File: src/rtl/decode_pkg.sv
// Shared decode definitions: RV32I opcodes, immediate formats, bubble word.
// Also holds the decode -> execute bundle type.
package decode_pkg;

  localparam logic [31:0] NOP_VALUE = 32'h0000_0013;

  localparam logic [6:0] OP_LUI    = 7'h37;
  localparam logic [6:0] OP_AUIPC  = 7'h17;
  localparam logic [6:0] OP_JAL    = 7'h6f;
  localparam logic [6:0] OP_JALR   = 7'h67;
  localparam logic [6:0] OP_BRANCH = 7'h63;
  localparam logic [6:0] OP_LOAD   = 7'h03;
  localparam logic [6:0] OP_STORE  = 7'h23;
  localparam logic [6:0] OP_IMM    = 7'h13;
  localparam logic [6:0] OP_OP     = 7'h33;
  localparam logic [6:0] OP_FENCE  = 7'h0f;
  localparam logic [6:0] OP_SYSTEM = 7'h73;

  typedef enum logic [2:0] {
    FMT_NONE,
    FMT_R,
    FMT_I,
    FMT_S,
    FMT_B,
    FMT_U,
    FMT_J
  } imm_fmt_t;

  typedef struct packed {
    logic        valid;
    logic [31:0] pc;
    logic [6:0]  opcode;
    logic [2:0]  funct3;
    logic        funct7_5;
    logic [4:0]  rd;
    logic [4:0]  rs1_addr;
    logic [4:0]  rs2_addr;
    logic [31:0] rs1_data;
    logic [31:0] rs2_data;
    logic [31:0] imm;
    logic        illegal;
  } id_ex_t;

  function automatic imm_fmt_t fmt_of(logic [6:0] op);
    imm_fmt_t f;
    f = FMT_NONE;
    unique case (1'b1)
      (op == OP_OP):     f = FMT_R;
      (op == OP_IMM),
      (op == OP_LOAD),
      (op == OP_JALR),
      (op == OP_FENCE),
      (op == OP_SYSTEM): f = FMT_I;
      (op == OP_STORE):  f = FMT_S;
      (op == OP_BRANCH): f = FMT_B;
      (op == OP_LUI),
      (op == OP_AUIPC):  f = FMT_U;
      (op == OP_JAL):    f = FMT_J;
      default:           f = FMT_NONE;
    endcase
    return f;
  endfunction

endpackage

File: src/rtl/decode_if.sv
// Fetch/execute/writeback signals seen by the decode stage.
// master drives stage inputs, slave is the decode stage itself.
interface decode_if;
  logic        stall_in;
  logic        flush;
  logic [31:0] pc_in;
  logic [31:0] instruction_in;
  logic        wb_en;
  logic [4:0]  wb_rd;
  logic [31:0] wb_data;
  logic        ex_mem_read;
  logic [4:0]  ex_rd;
  logic        stall_out;
  logic        valid_out;
  logic [31:0] pc_out;
  logic [6:0]  opcode;
  logic [2:0]  funct3;
  logic        funct7_5;
  logic [4:0]  rd;
  logic [4:0]  rs1_addr;
  logic [4:0]  rs2_addr;
  logic [31:0] rs1_data;
  logic [31:0] rs2_data;
  logic [31:0] imm;
  logic        illegal;

  modport master (
    output stall_in, flush, pc_in, instruction_in,
    output wb_en, wb_rd, wb_data, ex_mem_read, ex_rd,
    input  stall_out, valid_out, pc_out, opcode, funct3,
    input  funct7_5, rd, rs1_addr, rs2_addr,
    input  rs1_data, rs2_data, imm, illegal
  );

  modport slave (
    input  stall_in, flush, pc_in, instruction_in,
    input  wb_en, wb_rd, wb_data, ex_mem_read, ex_rd,
    output stall_out, valid_out, pc_out, opcode, funct3,
    output funct7_5, rd, rs1_addr, rs2_addr,
    output rs1_data, rs2_data, imm, illegal
  );
endinterface

File: src/rtl/decode_regfile.sv
// 32x32 integer register file: two async reads, one sync write.
// x0 is hardwired to zero; reset clears every entry.
module decode_regfile (
  input  logic        clk,
  input  logic        rst,
  input  logic        we,
  input  logic [4:0]  wa,
  input  logic [31:0] wd,
  input  logic [4:0]  ra1,
  input  logic [4:0]  ra2,
  output logic [31:0] rd1,
  output logic [31:0] rd2
);

  logic [31:0] mem [32];

  // clear on reset, otherwise commit writeback to nonzero registers
  always_ff @(posedge clk) begin
    if (rst) begin
      for (int i = 0; i < 32; i++) mem[i] <= '0;
    end else if (we && wa != 5'd0) begin
      mem[wa] <= wd;
    end
  end

  assign rd1 = (ra1 == 5'd0) ? '0 : mem[ra1];
  assign rd2 = (ra2 == 5'd0) ? '0 : mem[ra2];

endmodule

File: src/rtl/decode_stage.sv
// RV32I decode stage: field split, operand read, immediates, load-use stall.
// DECODE_WB_BYPASS_EN forwards same-cycle writeback instead of stalling.
module decode_stage
  import decode_pkg::*;
#(
  parameter logic [31:0] NOP_INSN = NOP_VALUE
) (
  input  logic    clk,
  input  logic    rst,
  decode_if.slave dec
);

  logic [31:0] insn;
  logic [4:0]  ra1, ra2;
  logic [31:0] rf1, rf2, src1, src2;
  imm_fmt_t    fmt;
  logic        use1, use2;
  logic        ld1, ld2, wb1, wb2, hz1, hz2;
  logic        wb_live, stall;
  id_ex_t      cap, bub, q;

  function automatic logic [31:0] gen_imm(logic [31:0] w);
    logic [31:0] v;
    v = '0;
    unique case (fmt_of(w[6:0]))
      FMT_I: v = {{20{w[31]}}, w[31:20]};
      FMT_S: v = {{20{w[31]}}, w[31:25], w[11:7]};
      FMT_B: v = {{20{w[31]}}, w[7], w[30:25],
                  w[11:8], 1'b0};
      FMT_U: v = {w[31:12], 12'h000};
      FMT_J: v = {{12{w[31]}}, w[19:12], w[20],
                  w[30:21], 1'b0};
      default: v = '0;
    endcase
    return v;
  endfunction

  assign insn = dec.instruction_in;
  assign ra1  = insn[19:15];
  assign ra2  = insn[24:20];
  assign fmt  = fmt_of(insn[6:0]);
  assign use1 = fmt inside {FMT_R, FMT_I, FMT_S, FMT_B};
  assign use2 = fmt inside {FMT_R, FMT_S, FMT_B};

  decode_regfile u_rf (
    .clk (clk),
    .rst (rst),
    .we  (dec.wb_en),
    .wa  (dec.wb_rd),
    .wd  (dec.wb_data),
    .ra1 (ra1),
    .ra2 (ra2),
    .rd1 (rf1),
    .rd2 (rf2)
  );

  assign wb_live = dec.wb_en && dec.wb_rd != 5'd0;
  assign wb1 = wb_live && dec.wb_rd == ra1;
  assign wb2 = wb_live && dec.wb_rd == ra2;
  assign ld1 = dec.ex_mem_read && dec.ex_rd != 5'd0
            && dec.ex_rd == ra1;
  assign ld2 = dec.ex_mem_read && dec.ex_rd != 5'd0
            && dec.ex_rd == ra2;

`ifdef DECODE_WB_BYPASS_EN
  assign src1 = wb1 ? dec.wb_data : rf1;
  assign src2 = wb2 ? dec.wb_data : rf2;
  assign hz1  = ld1;
  assign hz2  = ld2;
`else
  assign src1 = rf1;
  assign src2 = rf2;
  assign hz1  = ld1 || wb1;
  assign hz2  = ld2 || wb2;
`endif

  assign stall = !dec.flush
              && ((use1 && hz1) || (use2 && hz2));
  assign dec.stall_out = stall;

  // decoded view of the incoming instruction
  always_comb begin
    cap          = '0;
    cap.valid    = 1'b1;
    cap.pc       = dec.pc_in;
    cap.opcode   = insn[6:0];
    cap.funct3   = insn[14:12];
    cap.funct7_5 = insn[30];
    cap.rd       = insn[11:7];
    cap.rs1_addr = ra1;
    cap.rs2_addr = ra2;
    cap.rs1_data = src1;
    cap.rs2_data = src2;
    cap.imm      = gen_imm(insn);
    cap.illegal  = (fmt == FMT_NONE);
  end

  // bubble: NOP fields, zero operands, pc kept
  always_comb begin
    bub          = '0;
    bub.pc       = q.pc;
    bub.opcode   = NOP_INSN[6:0];
    bub.funct3   = NOP_INSN[14:12];
    bub.funct7_5 = NOP_INSN[30];
    bub.rd       = NOP_INSN[11:7];
    bub.rs1_addr = NOP_INSN[19:15];
    bub.rs2_addr = NOP_INSN[24:20];
    bub.imm      = gen_imm(NOP_INSN);
  end

  // stage register: reset, then flush, then hold, then stall bubble
  always_ff @(posedge clk) begin
    if (rst) begin
      q     <= bub;
      q.pc  <= '0;
      q.imm <= '0;
    end else if (dec.flush) begin
      q <= bub;
    end else if (!dec.stall_in) begin
      q <= stall ? bub : cap;
    end
  end

  assign dec.valid_out = q.valid;
  assign dec.pc_out    = q.pc;
  assign dec.opcode    = q.opcode;
  assign dec.funct3    = q.funct3;
  assign dec.funct7_5  = q.funct7_5;
  assign dec.rd        = q.rd;
  assign dec.rs1_addr  = q.rs1_addr;
  assign dec.rs2_addr  = q.rs2_addr;
  assign dec.rs1_data  = q.rs1_data;
  assign dec.rs2_data  = q.rs2_data;
  assign dec.imm       = q.imm;
  assign dec.illegal   = q.illegal;

endmodule

File: src/flat_wrapper.sv
// flat-port wrapper written by rule: the top's interface ports become plain ports
module decode_stage_flat import decode_pkg::*;
#(
  parameter logic [31:0] NOP_INSN = NOP_VALUE
)
  (clk, rst, dec_stall_in, dec_flush, dec_pc_in, dec_instruction_in, dec_wb_en, dec_wb_rd, dec_wb_data, dec_ex_mem_read, dec_ex_rd, dec_stall_out, dec_valid_out, dec_pc_out, dec_opcode, dec_funct3, dec_funct7_5, dec_rd, dec_rs1_addr, dec_rs2_addr, dec_rs1_data, dec_rs2_data, dec_imm, dec_illegal);
  decode_if dec_i ();
  input  logic clk;
  input  logic rst;
  input wire logic [$bits(dec_i.stall_in)-1:0] dec_stall_in;
  input wire logic [$bits(dec_i.flush)-1:0] dec_flush;
  input wire logic [$bits(dec_i.pc_in)-1:0] dec_pc_in;
  input wire logic [$bits(dec_i.instruction_in)-1:0] dec_instruction_in;
  input wire logic [$bits(dec_i.wb_en)-1:0] dec_wb_en;
  input wire logic [$bits(dec_i.wb_rd)-1:0] dec_wb_rd;
  input wire logic [$bits(dec_i.wb_data)-1:0] dec_wb_data;
  input wire logic [$bits(dec_i.ex_mem_read)-1:0] dec_ex_mem_read;
  input wire logic [$bits(dec_i.ex_rd)-1:0] dec_ex_rd;
  output wire logic [$bits(dec_i.stall_out)-1:0] dec_stall_out;
  output wire logic [$bits(dec_i.valid_out)-1:0] dec_valid_out;
  output wire logic [$bits(dec_i.pc_out)-1:0] dec_pc_out;
  output wire logic [$bits(dec_i.opcode)-1:0] dec_opcode;
  output wire logic [$bits(dec_i.funct3)-1:0] dec_funct3;
  output wire logic [$bits(dec_i.funct7_5)-1:0] dec_funct7_5;
  output wire logic [$bits(dec_i.rd)-1:0] dec_rd;
  output wire logic [$bits(dec_i.rs1_addr)-1:0] dec_rs1_addr;
  output wire logic [$bits(dec_i.rs2_addr)-1:0] dec_rs2_addr;
  output wire logic [$bits(dec_i.rs1_data)-1:0] dec_rs1_data;
  output wire logic [$bits(dec_i.rs2_data)-1:0] dec_rs2_data;
  output wire logic [$bits(dec_i.imm)-1:0] dec_imm;
  output wire logic [$bits(dec_i.illegal)-1:0] dec_illegal;
  assign dec_i.stall_in = dec_stall_in;
  assign dec_i.flush = dec_flush;
  assign dec_i.pc_in = dec_pc_in;
  assign dec_i.instruction_in = dec_instruction_in;
  assign dec_i.wb_en = dec_wb_en;
  assign dec_i.wb_rd = dec_wb_rd;
  assign dec_i.wb_data = dec_wb_data;
  assign dec_i.ex_mem_read = dec_ex_mem_read;
  assign dec_i.ex_rd = dec_ex_rd;
  assign dec_stall_out = dec_i.stall_out;
  assign dec_valid_out = dec_i.valid_out;
  assign dec_pc_out = dec_i.pc_out;
  assign dec_opcode = dec_i.opcode;
  assign dec_funct3 = dec_i.funct3;
  assign dec_funct7_5 = dec_i.funct7_5;
  assign dec_rd = dec_i.rd;
  assign dec_rs1_addr = dec_i.rs1_addr;
  assign dec_rs2_addr = dec_i.rs2_addr;
  assign dec_rs1_data = dec_i.rs1_data;
  assign dec_rs2_data = dec_i.rs2_data;
  assign dec_imm = dec_i.imm;
  assign dec_illegal = dec_i.illegal;
  decode_stage #(.NOP_INSN(NOP_INSN)) u_core (.clk(clk), .rst(rst), .dec(dec_i));
endmodule
File: config.mk
export PLATFORM = sky130hd
export DESIGN_NAME = decode_stage_flat
export DESIGN_NICKNAME = d
export VERILOG_FILES = /design/src/rtl/decode_pkg.sv /design/src/rtl/decode_if.sv /design/src/rtl/decode_regfile.sv /design/src/rtl/decode_stage.sv /design/src/flat_wrapper.sv
export SDC_FILE = /design/constraint.sdc
export NUM_CORES = 2
export LEC_CHECK = 0
export BUFFER_PORTS_ARGS = -buffer_cell sky130_fd_sc_hd__buf_2
export CAP_MARGIN = 20
export CORE_ASPECT_RATIO = 0.75
export CORE_MARGIN = 5
export CORE_UTILIZATION = 55
export DETAILED_ROUTE_END_ITERATION = 7
export MAX_ROUTING_LAYER = met4
export PLACE_DENSITY = 0.72
export SYNTH_ARGS = -nofsm -noshare
export SYNTH_HDL_FRONTEND = slang
export SYNTH_SLANG_ARGS = --single-unit
File: constraint.sdc
create_clock -name clk -period 2.5 [get_ports clk]
set_clock_uncertainty 0.15 [all_clocks]
set_input_delay 0.125 -clock clk [delete_from_list [all_inputs] [get_ports clk]]
set_output_delay 0.125 -clock clk [all_outputs]
set_load 0.005 [all_outputs]
==> metrics.txt <==
largest net degree at the start of global routing about 110; Lkg Pwr between 20 and 30 nW; FP Rows about 110; CP max stage cell dlygate4sd3_1; Via Count 42,700; cell taking the most area after synthesis edfxtp_1; Worst Path Arrival slightly below 3 ns; crit path cell chain dlygate4sd3_1, clkbuf_4, or3_1, o21ai_0, nand2_1, o32a_4, buf_12, buf_4, nand3b_1, a21oi_1, dlygate4sd3_1; hold crit path type primary input to flip-flop; Sw Pwr roughly 11 mW; Syn Area/Cell about 13 µm²; post-synthesis async set-or-reset flop share 0%; fmax between 0.4 and 0.5 GHz; synth warn 0; Antenna Nets Post-Route 0; Worst Path Required between 2 and 3 ns; Seq pwr share 50.1%; Post-Syn Area roughly 0.061 mm²; Clk Latency, worst-skew pair around 0.72 ns; Worst Slack Setup Final about 0.019 ns; post-synth top area share 50.8%; total congestion overflow 0; Post-Synth Simple-Gate Area between 15 and 20%; clock sink count around 1,200; share of layout cells above drive strength 1 a little over a fifth; Synth Flop Type edfxtp_1; most common cell after layout, fill and taps aside edfxtp_1; max_cap viols 0; final hold slack 0.00695 ns; Layout Nets 5,235; Placer Congestion roughly 0.96; Crit Path Class primary input to flip-flop; Core ar. 0.109 mm²; Setup crit end kind flip-flop; clk buf depth 3; Die W between 300 and 400 µm; Starting Density 55.4%; synth top area cells edfxtp_1 (51%), and2_1 (10%), mux4_2 (9.5%); post-place setup slack -0.337 ns; Worst path max stage delay roughly 0.58 ns; Pint 34.6 mW; most frequent cells in the layout edfxtp_1 (1,024), and2_1 (994), mux2i_1 (419), a21oi_1 (310), buf_2 (262); DRT iter0 DRCs 5,683; drt wl/cell approximately 28 µm; Tot GR Track Use roughly a third; HPWL after DPL about 120,000 µm; register area approximately 0.034 mm²; #FFs+latches synth approximately 1,200; utilization after layout approximately 65%; Yosys cell types a little under 50; CTS tree built; Rel. slew slack 48.3%; drc violations 0; Multi-input gate area around 0.025 mm²; I/O Pins around 270; P&R area growth vs syn 16.9%; peak supply drop 0.000612 V; Sw Share roughly 25%; DR pass1 iterations 6; Synth Area in Adders 0.0165%; layout filler cell count roughly 8,000; Die Span Y between 200 and 300 µm; Port Buf Inserts approximately 270; design area slightly above 0.07 mm²; final period utilization slightly below 100%; Clk pin slew, worst setup/hold paths around 0.060 ns; Die Area between 0.1 and 0.15 mm²; register area share after synthesis a little under three fifths; worst-path maximum fanout 17; Worst-Margin Slew 0.776 ns; Post-Synth XOR/XNOR Area less than 1%; status finished clean; Placed Area 0.0657 mm²; first-pass GRT wire length 274,000 µm; worst r2r path cells 6; Post-synth EDFFs 1,024; vias per std cell 6.39; Power per Cell Area 648 mW/mm²; min cycle time layout approximately 2.5 ns; H-tree Lvls 3; vias in the first global route about 42,000; initial antenna violation count 12; Post-Synthesis Cells 4,760; max-slew violations 0; CP Launch Type primary input; CTS buffer count ~120; largest family of logic cells by synthesized area simple AND/OR/NAND/NOR gates; clock share of power a little under two fifths; cell mode on critical path dlygate4sd3_1; final WL about 190,000 µm; root buffer cell clkbuf_16; Comb power frac 11.6%; cell depth of the worst hold path 5; final hold vios 0; mux cell area share after synthesis approximately 16%; Setup Viol. Count Final 0; Compound-Gate Fraction of Synth Area between 7 and 8%
-- per-stage QoR --
| stage | TNS [ns] | cells | power, mW |
|---|---|---|---|
| finish | 0 | 6679 | 45.9 |
| global route | -0.00132 | 6677 | 47.2 |
| CTS | 0 | 6666 | 45.9 |
| detailed placement | -32.27 | 6327 | 28.4 |
| global placement | -31.75 | 6327 | 28.2 |
| floorplan | 0 | 4791 | 26.2 |
-- power by group through the flow --
stage               Sequential [mW]  Combinational [mW]  Clock (mW)
finish                         23.0                5.32        17.6
global route                   23.0                5.56        18.6
CTS                            22.9                5.23        17.7
detailed placement             23.3                5.05           0
global placement               23.3                4.98           0
floorplan                      23.2                3.04           0
-- per-layer routing --
metal	up-vias	global-route usage (%)	wire, µm
met1	21300	44.7	73400
met2	2566	47.9	85100
met3	422	6.89	20800
li1	18400	-	-
met4	0	12.0	8240
met5	-	-	0
-- flip-flops by register name, summed over array words and instances (netlist names) --
register              count
u_core.dec.illegal        1
u_core.dec.rs2_addr       5
u_core.dec.rs2_data      32
u_core.u_rf.mem        1024
u_core.dec.rd             5
u_core.dec.valid_out      1
u_core.dec.rs1_addr       5
u_core.dec.rs1_data      32
u_core.dec.imm           32
u_core.dec.funct7_5       1
u_core.dec.pc_out        32
u_core.dec.funct3         3
u_core.dec.opcode         7
-- critical path: cells and delay by family --
kind / cells / cell delay, ns
buffers and inverters: 5 / 1.66
and+or+nand+nor: 3 / 0.61
AOI/OAI and AO/OA: 3 / 0.52
-- worst paths after layout --
| path | startpoint | to | slack (ns) |
|---|---|---|---|
| worst min register to register | u_core.dec.imm[1]$_SDFFE_PP0N_ | u_core.dec.imm[1]$_SDFFE_PP0N_ | 0.30 |
| worst max-delay path | dec_instruction_in[5] | u_core.dec.rd[2]$_SDFFE_PP0N_ | 0.02 |
| worst min-delay path | dec_instruction_in[2] | u_core.dec.opcode[2]$_SDFFE_PP0N_ | 0.007 |
| worst max register to register | u_core.u_rf.mem[7][31]$_SDFFCE_PN0P_ | u_core.dec.rs2_data[31]$_SDFFE_PP0N_ | 0.33 |
-- cell type report --
| class | instances | share of cell area, % |
|---|---|---|
| well taps | 1444 | 2.55 |
| diodes | 12 | 0.0424 |
| repair buffers | 693 | 8.63 |
| flip-flops and latches | 1180 | 47.9 |
| multi-input cells | 3130 | 35.5 |
| inverters | 3 | 0.0195 |
| clock buffers | 164 | 4.66 |
| clock inverters | 53 | 0.676 |
-- cell usage after synthesis (all sizes together), types with 64 or more instances --
cell / number
a211oi: 129
a21oi: 310
a22o: 65
a22oi: 132
and2: 997
buf: 118
clkbuf: 360
dfxtp: 156
edfxtp: 1024
mux2i: 419
mux4: 256
nand2: 72
nand3: 135
nand4: 64
nor2: 87
nor2b: 263
-- repair_timing --
item / in CTS / in global routing
hold endpoints to repair: 1100 / 0
gates resized for setup: 0 / 14
setup buffers: 0 / 1
endpoints found under the setup margin: 0 / 14
hold buffers: 122 / 0
-- cells by family after synthesis --
logic type,Yosys count
buf+inv,481
flops,1180
xor+xnor,21
other cells,1
fa+ha+maj,1
mux,675
simple gates,1716
compound gates,685
Note: power is estimated with default switching activity, not from simulation.
